<file path="config.mk">
export PLATFORM = sky130hd
export DESIGN_NAME = ahb_vector_fetch
export DESIGN_NICKNAME = d
export VERILOG_FILES = /design/src/rtl/ahb_vector_fetch.sv
export SDC_FILE = /design/constraint.sdc
export NUM_CORES = 1
export LEC_CHECK = 0
export ABC_AREA = 0
export BUFFER_PORTS_ARGS = -buffer_cell sky130_fd_sc_hd__buf_2
export CAP_MARGIN = 20
export CORE_UTILIZATION = 36
export CTS_CLUSTER_DIAMETER = 40
export DETAILED_ROUTE_END_ITERATION = 10
export HOLD_SLACK_MARGIN = 0.15
export MAX_ROUTING_LAYER = met4
export PLACE_DENSITY = 0.72
export SETUP_SLACK_MARGIN = 0.1
export SLEW_MARGIN = 20
export SYNTH_ARGS = -nofsm -noshare
export SYNTH_HDL_FRONTEND = slang
export SYNTH_SLANG_ARGS = --single-unit
</file>
<file path="constraint.sdc">
create_clock -name hclk -period 3.9 [get_ports hclk]
set_clock_uncertainty 0.2 [all_clocks]
set_input_delay 0.195 -clock hclk [delete_from_list [all_inputs] [get_ports hclk]]
set_output_delay 0.195 -clock hclk [all_outputs]
set_load 0.01 [all_outputs]
</file>
<file path="src/rtl/ahb_vector_fetch.sv">
// ahb_vector_fetch: AHB-Lite read-only initiator for the vector table.
// Boots by reading the initial SP and reset PC, then serves exception
// vector lookups one transfer at a time, retrying ERROR responses.
module ahb_vector_fetch #(
    parameter logic [31:0] VT_BASE   = 32'h0000_0000,
    parameter int unsigned MAX_RETRY = 2
) (
    input  logic        hclk,
    input  logic        hreset,
    output logic [1:0]  htrans,
    output logic [31:0] haddr,
    output logic [2:0]  hsize,
    output logic        hwrite,
    input  logic [31:0] hrdata,
    input  logic        hready,
    input  logic        hresp,
    input  logic        exc_req,
    input  logic [4:0]  exc_id,
    output logic        exc_ack,
    output logic        vec_valid,
    output logic [31:0] vec_addr,
    output logic        vec_err,
    output logic [31:0] boot_sp,
    output logic [31:0] boot_pc,
    output logic        boot_done,
    output logic        boot_err
);

    typedef enum logic [2:0] {
        BOOT_SP_A = 3'd0,
        BOOT_SP_D = 3'd1,
        BOOT_PC_A = 3'd2,
        BOOT_PC_D = 3'd3,
        IDLE      = 3'd4,
        EXC_A     = 3'd5,
        EXC_D     = 3'd6
    } state_t;

    localparam logic [1:0]  TRANS_IDLE   = 2'b00;
    localparam logic [1:0]  TRANS_NONSEQ = 2'b10;
    localparam logic [2:0]  RETRY_LIMIT  = 3'(MAX_RETRY);
    localparam logic [31:0] PC_ADDR      = VT_BASE + 32'h0000_0004;

    state_t      state, state_next;
    logic [2:0]  retry, retry_next;
    logic [1:0]  htrans_next;
    logic [31:0] haddr_next;
    logic        exc_ack_next;
    logic        vec_valid_next;
    logic [31:0] vec_addr_next;
    logic        vec_err_next;
    logic [31:0] boot_sp_next;
    logic [31:0] boot_pc_next;
    logic        boot_done_next;
    logic        boot_err_next;

    logic addr_taken;
    logic data_ok;
    logic data_err;
    logic retry_left;

    // Word reads only; these never change.
    assign hsize  = 3'b010;
    assign hwrite = 1'b0;

    // An address phase only counts once NONSEQ is actually on the bus, which
    // keeps the first cycle after reset (htrans still IDLE) from being skipped.
    assign addr_taken = (htrans == TRANS_NONSEQ) && hready;
    assign data_ok    = hready && !hresp;
    assign data_err   = hready && hresp;
    assign retry_left = (retry < RETRY_LIMIT);

    // Next-state and next-output decode; every output is registered from these.
    always_comb begin
        state_next     = state;
        retry_next     = retry;
        haddr_next     = haddr;
        exc_ack_next   = 1'b0;
        vec_valid_next = 1'b0;
        vec_addr_next  = vec_addr;
        vec_err_next   = 1'b0;
        boot_sp_next   = boot_sp;
        boot_pc_next   = boot_pc;
        boot_done_next = boot_done;
        boot_err_next  = boot_err;
        case (state)
            BOOT_SP_A: begin
                if (addr_taken) begin
                    state_next = BOOT_SP_D;
                end else begin
                    state_next = BOOT_SP_A;
                end
            end
            BOOT_SP_D: begin
                if (data_ok) begin
                    boot_sp_next = hrdata;
                    retry_next   = 3'd0;
                    haddr_next   = PC_ADDR;
                    state_next   = BOOT_PC_A;
                end else if (data_err) begin
                    if (retry_left) begin
                        retry_next = retry + 3'd1;
                        state_next = BOOT_SP_A;
                    end else begin
                        boot_sp_next  = 32'd0;
                        boot_err_next = 1'b1;
                        retry_next    = 3'd0;
                        haddr_next    = PC_ADDR;
                        state_next    = BOOT_PC_A;
                    end
                end else begin
                    state_next = BOOT_SP_D;
                end
            end
            BOOT_PC_A: begin
                if (addr_taken) begin
                    state_next = BOOT_PC_D;
                end else begin
                    state_next = BOOT_PC_A;
                end
            end
            BOOT_PC_D: begin
                if (data_ok) begin
                    boot_pc_next   = hrdata;
                    retry_next     = 3'd0;
                    boot_done_next = 1'b1;
                    state_next     = IDLE;
                end else if (data_err) begin
                    if (retry_left) begin
                        retry_next = retry + 3'd1;
                        state_next = BOOT_PC_A;
                    end else begin
                        boot_pc_next   = 32'd0;
                        boot_err_next  = 1'b1;
                        retry_next     = 3'd0;
                        boot_done_next = 1'b1;
                        state_next     = IDLE;
                    end
                end else begin
                    state_next = BOOT_PC_D;
                end
            end
            IDLE: begin
                // Holding off while vec_valid is high keeps a held request
                // from being accepted in the same cycle its result is reported.
                if (exc_req && boot_done && !vec_valid) begin
                    exc_ack_next = 1'b1;
                    haddr_next   = VT_BASE + {25'd0, exc_id, 2'b00};
                    state_next   = EXC_A;
                end else begin
                    state_next = IDLE;
                end
            end
            EXC_A: begin
                if (addr_taken) begin
                    state_next = EXC_D;
                end else begin
                    state_next = EXC_A;
                end
            end
            EXC_D: begin
                if (data_ok) begin
                    vec_valid_next = 1'b1;
                    vec_addr_next  = hrdata;
                    retry_next     = 3'd0;
                    state_next     = IDLE;
                end else if (data_err) begin
                    if (retry_left) begin
                        retry_next = retry + 3'd1;
                        state_next = EXC_A;
                    end else begin
                        vec_valid_next = 1'b1;
                        vec_err_next   = 1'b1;
                        vec_addr_next  = 32'd0;
                        retry_next     = 3'd0;
                        state_next     = IDLE;
                    end
                end else begin
                    state_next = EXC_D;
                end
            end
            default: begin
                state_next = BOOT_SP_A;
                retry_next = 3'd0;
                haddr_next = VT_BASE;
            end
        endcase
        // NONSEQ is presented in every cycle the FSM sits in an address state.
        htrans_next = ((state_next == BOOT_SP_A) || (state_next == BOOT_PC_A) ||
                       (state_next == EXC_A)) ? TRANS_NONSEQ : TRANS_IDLE;
    end

    // State, retry counter and registered outputs.
    always_ff @(posedge hclk or posedge hreset) begin
        if (hreset) begin
            state     <= BOOT_SP_A;
            retry     <= 3'd0;
            htrans    <= TRANS_IDLE;
            haddr     <= VT_BASE;
            exc_ack   <= 1'b0;
            vec_valid <= 1'b0;
            vec_addr  <= 32'd0;
            vec_err   <= 1'b0;
            boot_sp   <= 32'd0;
            boot_pc   <= 32'd0;
            boot_done <= 1'b0;
            boot_err  <= 1'b0;
        end else begin
            state     <= state_next;
            retry     <= retry_next;
            htrans    <= htrans_next;
            haddr     <= haddr_next;
            exc_ack   <= exc_ack_next;
            vec_valid <= vec_valid_next;
            vec_addr  <= vec_addr_next;
            vec_err   <= vec_err_next;
            boot_sp   <= boot_sp_next;
            boot_pc   <= boot_pc_next;
            boot_done <= boot_done_next;
            boot_err  <= boot_err_next;
        end
    end

endmodule

</file>
# --- After elaboration in Yosys (flattened, before gate mapping) ---
# Cells that the tools add are included.
classes:
  bitwise_logic: 4
  add_sub_neg: 1
  eq_ne: 14
  mux: 38
  n_lt_le_gt_ge: 1
  n_reduce_logical: 22
op_table:
  columns: ["op", "n"]
  rows:
  - ["32-bit two-way mux", 7]
  - ["32-bit case mux with 3 select lines", 1]
  - ["3-bit two-way mux", 10]
  - ["3-bit case mux with 7 select lines", 1]
  - ["1-bit two-way mux", 15]
  - ["3-bit equality test, second input constant", 4]
  - ["3-bit by 2-bit equality test with 1-bit output, second input constant", 3]
  - ["3-bit AND reduction", 3]
  - ["4-bit AND reduction", 2]
  - ["3-bit zero test", 2]
  - ["2-bit two-way mux", 3]
  - ["3-bit != test, second input constant", 2]
  - ["3-bit case mux with 2 select lines", 1]
  - ["1-bit logical AND", 5]
  - ["5-bit OR reduction", 1]
  - ["2-bit != test, second input constant", 2]
  - ["1-bit NOT", 4]
  - ["4-bit OR reduction", 1]
  - ["3-bit by 1-bit adder with 3-bit output, second input constant", 1]
  - ["3-bit by 1-bit equality test with 1-bit output, second input constant", 1]
  - ["3-bit by 2-bit less-than comparator with 1-bit output, second input constant", 1]
  - ["3-bit by 1-bit != test with 1-bit output, second input constant", 1]
  - ["3-bit OR reduction", 1]
  - ["2-bit equality test, second input constant", 1]
  - ["5 further kinds", 7]
totals:
  out_inout_bits: 139
  register_bits: 141
  word_cells: 92
  inputBits: 42

# --- Depth between registers and ports, before layout ---
logic_depth:
  depth_word: 9
  mapped_depth: 5
  mapped_depth_nobuf: 4

# --- Worst setup path before layout ---
# Ideal clock, no wire load.
synth_path:
  path_type: "reg2reg"
  startpoint: "register retry[2]"
  endpoint: "register vec_addr[10]"
  setup_ns: 0.125
  arrival_ns: 1.421
  n_path_buf: 1
  required_ns: 3.575
  stages_incl_launch_ff: 5
  slack_ns: 2.154
  cell_sequence: "dfrtp_1 > or3b_4 > nand3_4 > buf_12 > mux2_4"
synth_via:
  elab_chain_cells: 3
synth_lines:
  columns: ["element", "line_no", "source"]
  rows:
  - ["start: declaration", "45", "logic [2:0] retry, retry_next;"]
  - ["start signal: assignment", "210", "retry <= retry_next;"]
  - ["3-bit by 2-bit less-than comparator with 1-bit output", "71", "assign retry_left = (retry < RETRY_LIMIT);"]
  - ["2-bit != test (no line)", null, null]
  - ["3-bit AND reduction (no line)", null, null]
  - ["end signal: assignment", "215", "vec_addr <= vec_addr_next;"]
  - ["end: declaration", "21", "output logic [31:0] vec_addr,"]
# Every way passes these cells.
# A chain may end at the register's enable or synchronous reset.

# --- Final worst setup path ---
layout_path:
  startpoint: "register state[2]"
  endpoint: "register haddr[2]"
layout_via:
  elab_chain_cells: 4
  elab_cells_between_ends: 14
layout_lines:
  columns: ["element", "line_no", "source"]
  rows:
  - ["start: declaration", "44", "state_t state, state_next;"]
  - ["start signal: assignment", "209", "state <= state_next;"]
  - ["3-bit equality test (tied with other cells)", "86", "case (state)"]
  - ["5-bit OR reduction (no line)", null, null]
  - ["1-bit NOT (no line)", null, null]
  - ["4-bit AND reduction (no line)", null, null]
  - ["end signal: assignment", "212", "haddr <= haddr_next;"]
  - ["end: declaration", "11", "output logic [31:0] haddr,"]
# Parallel ways exist; a longest one is shown, timed or not.

==> reports/metrics.yaml <==
grt:
  grt_most_used_layer: "met2"
  grt_antenna_before_repair: 0
  grt_pass1_vias: 3448
  gr-usage-met3_pct: 3.994
  grt_first_pass_wirelength_um: 17280
  grt-ovfl-total: 0
  grt_max_degree: 42
  grtUsageTotal_pct: 15.88
  global_route.usage.met1_pct: 18.89
  globalRouteMet2Util_pct: 24.72
detailed_routing:
  drt.antenna.violating_nets: 0
  post-route-drc-count: 0
  detail_route.first_pass.iterations: 4
  drt_iter0_drc: 123
  drt-wirelength-per-cell_um: 14.53
  vias_per_inst: 4.571
  routed-via-count: 3433
  route.final.wire_length_um: 10910
synthesis:
  netlist_top_cells_area: "dfrtp_1 (55%), mux2_2 (15%), mux2_4 (8.5%)"
  synth.ff_latch_count: 113
  synthDominantCellAreaShare_pct: 55.01
  post_syn_area_per_cell_um2: 14.20
  most_numerous_cell_in_the_yosys_netlist: "dfrtp_1"
  synth_edf_count: 0
  synth_adder_area_share_pct: 0.2434
  fraction_of_synthesis_flops_using_an_asynchronous_set_or_reset_pin_pct: 100.0
  synth_cell_type_count: 41
  synthMuxAreaShare_pct: 23.15
  post-synth-top-area-cell: "dfrtp_1"
  simple_gate_area_share_of_the_yosys_netlist_pct: 9.250
  post_synth_most_frequent_cells: "dfrtp_1 (113), mux2_2 (67), and2_1 (35)"
  dominantRegCellSynth: "dfrtp_1"
  synthCells: 362
  post_synth_instance_area_um2: 5140
  yosys.area_share.xor_xnor_pct: 0
  synth_top_family_by_area: "multiplexers"
  synth_compound_gate_area_share_pct: 3.919
  yosysWarnings: 0
  synth.yosys.seq_area_share_pct: 55.01
finish:
  nFillCells: 1227
  final_cells: 751
  post_route_cells_drive_above_1_share_pct: 50.44
  antenna_cells_inserted: 0
  area_delta_synth_final_pct: 33.76
  fin_nets: 602
  layout.area.seq_um2: 2828
  area_taken_by_multi_input_logic_gates_um2: 2012
timing:
  drv_slew: 0
  setup-tns-final_ns: 0
  post-route-min-period_ns: 2.771
  unrepaired_setup_endpoints_after_global_routing: "false"
  fin_crit_sh_pct: 71.05
  max_slew.worst_pin.slew_ns: 1.068
  max_freq_mhz: 360.9
  hold_violations: 0
  final_setup_vio_count: 0
  slew_headroom_pct: 28.63
clocking:
  post_cts_buffers: 0
  clk-insertion-delay-late_ns: 0.41
  postCtsHoldBufs: 45
  root_buffer_cell: "clkbuf_16"
  tritoncts.num_buffers: 17
  cts.htree.levels: 4
  clkTransAtPathRegs_ns: 0.05
  clock-sinks: 113
  postCtsResizedCells: 0
  cts_tree: "yes"
  cts.path.max_buffers: 2
floorplan:
  chipHeight_um: 121.5
  io_pins: 181
  initial_utilization_pct: 37.03
  core_area_um2: 13880
  chipWidth_um: 121.5
  placementRows: 43
  die_area_um2: 14760
status:
  outcome: "completed"
worst_setup_path:
  worst_setup_path_start_kind: "flip-flop"
  cp.buffers_inverters: 1
  worst_setup_path_end_kind: "flip-flop"
  critical_path_arrival_ns: 2.91
  timing.critical_path.slowest_cell_delay_ns: 0.86
  cp_cell_sequence: "nand4bb_1, nor2_4, o32a_1, dlygate4sd3_1"
  maximum_fanout_count_along_the_critical_path: 33
  worst_path_max_delay_cell: "nor2_4"
  timing.critical_path.max_delay_family: "simple AND/OR/NAND/NOR gates"
  crit_required_ns: 4.04
  r2r_slack_ns: 1.13
  path_class: "reg -> reg"
place:
  gpl.final_weighted_congestion: 0.7696
  place.detailed.instances: 675
  port_buffers: 148
  hpwl_um: 7077
power:
  peak_vdd_ir_uv: 254.0
  power.density_cell_area_nw_per_um2: 672.6
  power.leakage_nw: 3.724
job:
  max_cap_viols: 0
worst_hold_path:
  hold_path_class: "in -> async"
cell usage in the layout, fill, tap and decap left out, drive strengths merged, types with 2 or more instances in the layout:
master       instances
and2                35
buf                151
clkbuf              23
clkinv               4
clkinvlp             3
conb                32
dfrtp              113
dlygate4sd3         45
inv                  7
mux2                96
nand2                3
nand2b               2
nand3                9
nand3b               2
nand4bb              3
nor2                 4
nor2b                3
o21ai                7
o2bb2ai              6
o31ai                4
or2                  2
power by group:
group | internal [mW] | switching [mW] | leakage (nW)
clock | 0.937 | 0.524 | 0.271
combinational | 0.727 | 0.615 | 1.92
sequential | 1.56 | 0.259 | 1.53
path summary, 6_finish.rpt:
kind,start,end,cells past startpoint
min,hreset,boot_sp[8],3
min reg2reg,boot_err,boot_err,1
max,state[2],haddr[2],4
max reg2reg,state[2],haddr[2],4
max in group asynchronous,hreset,boot_sp[5],4
min in group hclk,exc_req,haddr[4],4
through the flow:
stage / hold WS [ns] / setup slack [ns] / instance area (um^2) / power, mW / utilization, %
after CTS: 0.1586 / 1.101 / 6875 / 4.684 / 49.53
after floorplan: 0.1191 / 0.5176 / 5253 / 2.628 / -
after detailed placement: 0.06970 / 1.396 / 5857 / 3.123 / 42.19
after global routing: 0.2448 / 1.000 / 6875 / 4.889 / 49.53
after global placement: 0.06080 / 1.470 / 5857 / 3.072 / 42.19
final: 0.1758 / 1.129 / 6875 / 4.624 / 49.53
cells by family after synthesis:
family	count (synthesis)
fa+ha+maj	1
simple gates	68
other cells	2
compound gates	27
buf+inv	55
mux	96
flops	113
layer usage:
metal  wire [um]  vias to the layer above
met2        5393                      136
li1            -                     1594
met1        4740                     1686
met3         578                       17
met5           0                        -
met4         202                        0
cell type report:
| type | count | area share, % |
|---|---|---|
| clock buffers | 23 | 7.097 |
| clock inverters | 8 | 1.165 |
| inverters | 7 | 0.4186 |
| multi-input cells | 224 | 29.26 |
| flip-flops and latches | 113 | 41.13 |
| well taps | 180 | 3.276 |
| repair buffers | 196 | 17.65 |
tightest hold or removal path: stages:
cell and delay [ns]:
dlygate4sd3_1 0.53, buf_2 0.13, inv_4 0.37
sequential cells by signal (all words and copies together), names as in the netlist, 3 cells and up:
register	count
state	3
retry	3
haddr	5
vec_addr	32
boot_pc	32
boot_sp	32
Power figures use the tool's default switching activity.
